[config.mk]
export PLATFORM = sky130hd
export DESIGN_NAME = bit_serializer
export DESIGN_NICKNAME = d
export VERILOG_FILES = /design/src/rtl/bit_serializer.sv
export SDC_FILE = /design/constraint.sdc
export NUM_CORES = 1
export LEC_CHECK = 0
export CAP_MARGIN = 40
export CORE_ASPECT_RATIO = 2
export CORE_MARGIN = 4
export CORE_UTILIZATION = 45
export DETAILED_ROUTE_END_ITERATION = 10
export PLACE_DENSITY_LB_ADDON = 0.15
export SKIP_LAST_GASP = 1
export SLEW_MARGIN = 10
export SYNTH_ARGS = -nofsm -noshare
export SYNTH_HDL_FRONTEND = slang
export SYNTH_SLANG_ARGS = --single-unit
[constraint.sdc]
create_clock -name clk -period 2.7 [get_ports clk]
set_clock_uncertainty 0.15 [all_clocks]
set_input_delay 0.27 -clock clk [delete_from_list [all_inputs] [get_ports clk]]
set_output_delay 0.27 -clock clk [all_outputs]
set_load 0.005 [all_outputs]
[src/rtl/bit_serializer.sv]
// bit_serializer: sends a parallel word one bit at a time as mutually exclusive
// one/zero four-phase requests, with ack synchronisation, done and timeout abort.
module bit_serializer #(
    parameter int WIDTH     = 8,
    parameter bit MSB_FIRST = 1'b1,
    parameter int TIMEOUT   = 1024,
    localparam int BW = $clog2(WIDTH + 1)
) (
    input  logic             clk,
    input  logic             reset,
    input  logic             load,
    input  logic [WIDTH-1:0] data_in,
    output logic             ready,
    output logic             one,
    output logic             zero,
    input  logic             ack,
    output logic             done,
    output logic             err,
    output logic [BW-1:0]    bits_left
);

    localparam int TW = (TIMEOUT < 2) ? 1 : $clog2(TIMEOUT + 1);
    localparam logic [TW:0] T_ONE = (TW+1)'(1);
    localparam logic [TW:0] T_LIM = (TW+1)'(TIMEOUT);

    typedef enum logic [2:0] {IDLE, ARM, REQ, DROP, DONE} state_t;

    state_t           state, state_n;
    logic             ack_m, ack_s;
    logic [WIDTH-1:0] sh, sh_n, sh_adv;
    logic [BW-1:0]    bits_n;
    logic [TW-1:0]    timer, timer_n;
    logic             one_n, zero_n, err_n;
    logic             cur_bit, nxt_bit, tmo;

    // The send end of the shift register is fixed; advancing moves the next bit there.
    assign cur_bit = MSB_FIRST ? sh[WIDTH-1] : sh[0];
    assign sh_adv  = MSB_FIRST ? {sh[WIDTH-2:0], 1'b0} : {1'b0, sh[WIDTH-1:1]};
    assign nxt_bit = MSB_FIRST ? sh_adv[WIDTH-1] : sh_adv[0];
    assign tmo     = (TIMEOUT != 0) && (({1'b0, timer} + T_ONE) == T_LIM);

    assign ready = (state == IDLE);
    assign done  = (state == DONE);

    always_ff @(posedge clk) begin
        if (!reset) begin
            ack_m     <= 1'b0;
            ack_s     <= 1'b0;
            state     <= IDLE;
            sh        <= '0;
            bits_left <= '0;
            timer     <= '0;
            one       <= 1'b0;
            zero      <= 1'b0;
            err       <= 1'b0;
        end else begin
            ack_m     <= ack;
            ack_s     <= ack_m;
            state     <= state_n;
            sh        <= sh_n;
            bits_left <= bits_n;
            timer     <= timer_n;
            one       <= one_n;
            zero      <= zero_n;
            err       <= err_n;
        end
    end

    always_comb begin
        state_n = state;
        sh_n    = sh;
        bits_n  = bits_left;
        timer_n = timer;
        one_n   = 1'b0;
        zero_n  = 1'b0;
        err_n   = 1'b0;
        case (state)
            IDLE: begin
                if (load) begin
                    sh_n    = data_in;
                    bits_n  = BW'(WIDTH);
                    state_n = ARM;
                end
            end
            // Wait for a quiet ack so a stale one cannot complete the first bit.
            ARM: begin
                if (!ack_s) begin
                    state_n = REQ;
                    one_n   = cur_bit;
                    zero_n  = ~cur_bit;
                    timer_n = '0;
                end
            end
            REQ: begin
                one_n  = one;
                zero_n = zero;
                if (ack_s) begin
                    state_n = DROP;
                    one_n   = 1'b0;
                    zero_n  = 1'b0;
                    timer_n = '0;
                end else if (tmo) begin
                    state_n = IDLE;
                    one_n   = 1'b0;
                    zero_n  = 1'b0;
                    bits_n  = '0;
                    err_n   = 1'b1;
                end else begin
                    timer_n = timer + 1'b1;
                end
            end
            DROP: begin
                if (!ack_s) begin
                    if (bits_left == BW'(1)) begin
                        bits_n  = '0;
                        state_n = DONE;
                    end else begin
                        bits_n  = bits_left - BW'(1);
                        sh_n    = sh_adv;
                        state_n = REQ;
                        one_n   = nxt_bit;
                        zero_n  = ~nxt_bit;
                        timer_n = '0;
                    end
                end else if (tmo) begin
                    state_n = IDLE;
                    bits_n  = '0;
                    err_n   = 1'b1;
                end else begin
                    timer_n = timer + 1'b1;
                end
            end
            DONE:    state_n = IDLE;
            default: state_n = IDLE;
        endcase
    end

endmodule
Word level (Yosys, flattened, before mapping):

Index checks and enable logic that the tools add are counted.
Widths: inputs -> output; s select.

* logic and storage cells: 72
* output and inout port bits: 9
* input bits: 12
* register bits after elaboration: 31

* mux-type cells: 37
* eq/ne operators: 13
* reductions and logical operators: 8
* add/sub/neg operators: 3
* bitwise operators: 2

Operators by type and width (number)
* $mux 11: 5
* $pmux 11 s3: 1
* $mux 8: 3
* $mux 4: 5
* $mux 3: 6
* $pmux 8 s2: 1
* $add 11x1->12 const B: 1
* $eq 12x11->1 const B: 1
* $pmux 3 s4: 1
* $pmux 4 s3: 1
* $add 11x1->11 const B: 1
* $mux 1: 11
* $ne 2x2->1 const B: 5
* $eq 3x2->1 const B: 2
* $ne 3x3->1 const B: 2
* $pmux 1 s3: 2
* $reduce_and 3->1: 2
* $reduce_bool 3->1: 2
* $eq 4x1->1 const B: 1
* $reduce_and 4->1: 1
* $sub 4x1->4 const B: 1
* $eq 3x1->1 const B: 1
* $eq 3x3->1 const B: 1
* $logic_not 3->1: 1
* 4 further kinds: 5

Longest topological paths before layout:

* depth after elaboration: 5
* depth in mapped cells: 10

Least setup slack after synthesis:

Ideal clock, no wire load.

* path type: reg-to-reg
* start point: register timer[3]
* end point: register timer[3]
* data arrival time: 2060 ps
* setup time: 73 ps
* period minus slack after synthesis: 2283 ps
* cell stages (with the launch flop): 7
* setup slack: 417 ps
* path through: dfxtp_1 nand4_2 or4_1 and3_4 and4_4 or4_1 a21oi_1

* cells in the longest elaborated chain, start to end: 5
* elaborated cells between the ends (all ways): 7
* those cells by class: add/sub: 2; eq/ne: 1; mux: 4

RTL lines
* start: declaration: line 32 `logic [TW-1:0] timer, timer_n;`
* start signal: assignment: line 62 `timer <= timer_n;`
* $add 11x1->12: line 40 `assign tmo = (TIMEOUT != 0) && (({1'b0, timer} + T_ONE) == T_LIM);`
* $eq 12x11->1: line 40
* $mux 11 (*): line 102, 125
* $mux 11 (on tied branches): line 113, 97
* $pmux 11 s3 (*): line 77 `case (state)`

Mark *: on every way between the ends. The rest lies on a longest branch, timed or not.
A chain may end at the register's enable or synchronous reset.

Worst setup path in the final report:

* start point: register timer[3]
* end point: register timer[4]

Same word-level chain as after synthesis.

==> flow_metrics.tcl <==
set metrics [dict create \
    drc 0 \
    syn-num-nets 235 \
    core_um2 3650 \
    grt_pass1_vias 1734 \
    area_growth_pct 22.9 \
    io_pins 21 \
    hold_path.class "flip-flop to flip-flop" \
    path_max_fanout 14 \
    cts_buffer_depth 2 \
    tightest_slew_ns 0.555 \
    post_cts_resized 0 \
    syn_area_um2 1710 \
    grt_max_degree 16 \
    yosysSeqAreaShare_pct 36.3 \
    synth.distinct_cells 41 \
    hold_ws_ns 0.287 \
    cts_buffers 5 \
    avgSynthCellArea_um2 7.76 \
    cts.sinks 31 \
    hpwl_mm 3.40 \
    cts_tree "yes" \
    p_leak_nw 0.746 \
    max_cap_viol_count 0 \
    ir_drop_v 0.000344 \
    crit_chain "nand4_2, or4_1, and3_4, and4_4, or4_1, a21oi_1" \
    ys_ff_latch 31 \
    worstSetupPathType "flip-flop to flip-flop" \
    powerDensity_nw_per_um2 549 \
    insertion_delay_ns 0.28 \
    fmax_mhz 403 \
    first_pass_iters 4 \
    detail_route.vias_per_cell 5.86 \
    period_needed_ns 2.48 \
    cp_data_required_time_ns 2.76 \
    status "completed" \
    dr_wl_met2_mm 2.57 \
    cp-end-kind "flip-flop" \
    track_usage_pct 21.2 \
    die_x_um 51.6 \
    finalMaxSlewViolations 0 \
    h-tree-depth 2 \
    drt_iter0_drc 27 \
    drt_wl_total_mm 4.51 \
    io_buffers 20 \
    arrival_ns 2.55 \
    antenna_found_initial 0 \
    num_rows 31 \
    maxUsedRoutingLayer "met4" \
    place_congestion 0.877 \
    cts_root_buf "clkbuf_8" \
    antennaDiodeCount 0 \
    wl_per_cell_um 15.3 \
    syn_inst 220 \
    postCtsSetupBuffers 0 \
    ctsHoldBuffers 0 \
    cp_num_buf_inv 0 \
    setup_viol 0 \
    crit_top_cell "or4_1" \
    slew_headroom_pct 62.7 \
    dpl_cell_area_um2 2000 \
    crit_path_max_incr_delay_ns 0.56 \
    crit_slowest_cell "or4_1" \
    path_clk_slew_ns 0.07 \
    stdcell_area_um2 2100 \
    hold_viol 0 \
    path_delay_family "simple AND/OR/NAND/NOR gates" \
    die_h_um 95.1 \
    grt_pass1_wl_mm 7.96 \
    start_kind "flip-flop" \
    wl_met1_mm 1.59 \
    setup_tns_ns 0 \
    synth.yosys.warnings 0 \
    finalNetCount 260 \
    drive_gt1_share_pct 9.35 \
    ant_nets 0 \
    finalCritPeriodShare_pct 92.0 \
    rsz0062_at_grt "false" \
    grt_overflow 0 \
    die-area_um2 4900 \
    vias 1729 \
    start_util_pct 46.8 \
    met3WireLength_um 166 \
]
==> cells in the mapped netlist <==
library cell / n / area [um2]
and2_1: 6 / 37.5
o31ai_1: 3 / 22.5
nand4_2: 1 / 12.5
and4_1: 2 / 17.5
buf_6: 1 / 11.3
dfxtp_1: 31 / 621
o32ai_1: 3 / 26.3
o21a_1: 2 / 15.0
or2_1: 1 / 6.26
a31oi_1: 7 / 43.8
o22ai_1: 1 / 6.26
nand2_1: 24 / 90.1
a41oi_1: 1 / 8.76
inv_1: 5 / 18.8
or4_1: 4 / 30.0
nand3_1: 20 / 100
xnor2_1: 5 / 43.8
nor2_1: 17 / 63.8
a21oi_1: 14 / 70.1
or3_1: 5 / 31.3
nor3b_1: 1 / 7.51
ha_1: 3 / 37.5
buf_1: 1 / 3.75
a221o_1: 1 / 10.0
a32oi_1: 1 / 8.76
o21ai_1: 4 / 20.0
a311oi_1: 8 / 70.1
o21ai_0: 5 / 25.0
or4b_2: 1 / 10.0
nor3_1: 12 / 60.1
nor4_1: 1 / 6.26
mux2i_1: 2 / 20.0
clkbuf_1: 12 / 45.0
nand2b_1: 3 / 18.8
a211o_1: 1 / 8.76
and4_4: 1 / 11.3
nor2b_1: 3 / 18.8
o211ai_1: 1 / 7.51
and3_4: 1 / 11.3
and3_1: 3 / 18.8
nand4_1: 2 / 12.5
==> final cells by class <==
cell class                 instances  area, um2
multi-input combinational        170       1010
inverter                           5       18.8
fill                             361       1550
clock buffer                       8        100
sequential                        31        621
tap                               49       61.3
timing repair buffer              32        290
==> report_power, final <==
part           internal (mW)  switching (mW)
registers              0.488          0.0295
clock network          0.233           0.170
logic                  0.106           0.126
total                  0.827           0.325
==> placed cells by master (no fill, tap or decap), types with 4 or more instances in the layout <==
cell type,instances
and2_1,6
a31oi_1,7
dfxtp_1,31
o21ai_1,4
inv_1,5
clkbuf_8,7
a311oi_1,8
nand2_1,24
nor3_1,12
o21ai_0,5
clkdlybuf4s50_1,20
a21oi_1,14
buf_4,12
or4_1,4
nor2_1,17
xnor2_1,5
or3_1,5
nand3_1,20
==> flip-flops by register name, summed over array words and instances (netlist names) <==
register,count
state,3
one,1
ack_s,1
timer,11
bits_left,4
err,1
zero,1
ack_m,1
sh,8
==> stage by stage <==
step	util (%)	cells	setup WS, ns	total power, mW
2_1_floorplan	-	220	0.417	0.662
3_3_place_gp	54.8	287	0.299	0.761
3_5_place_dp	54.8	287	0.255	0.761
4_1_cts	57.6	295	0.232	1.17
5_1_grt	57.6	295	0.0643	1.22
6_report	57.6	295	0.216	1.15
==> routing by layer <==
| metal | vias to the layer above | GRT usage (%) |
|---|---|---|
| met5 | - | 0 |
| met4 | 0 | 15.3 |
| met3 | 19 | 4.07 |
| met2 | 51 | 38.5 |
| met1 | 797 | 20.3 |
| li1 | 862 | - |
==> path summary, 6_finish.rpt <==
| path | slack [ns] | depth (start not counted) | start | to |
|---|---|---|---|---|
| worst max-delay path | 0.22 | 6 | timer[3] | timer[4] |
| worst min-delay path | 0.29 | 1 | ack_m | ack_s |
| worst max register to register | 0.22 | 6 | timer[3] | timer[4] |
| worst min register to register | 0.29 | 1 | ack_m | ack_s |
==> logic make-up (layout without fill, tap and decap cells) <==
family	after synthesis	in the layout	share of synthesized area [%]
simple gates	108	108	33.0
xor+xnor	5	5	2.56
flops	31	31	36.3
buf+inv	19	45	4.62
mux	2	2	1.17
fa+ha+maj	3	3	2.20
compound gates	52	52	20.1
==> worst reg2reg max path: stages (launching register included) <==
cell	delay, ns
dfxtp_1	0.44
nand4_2	0.21
or4_1	0.56
and3_4	0.20
and4_4	0.24
or4_1	0.47
a21oi_1	0.14
Power figures use the tool's default switching activity.
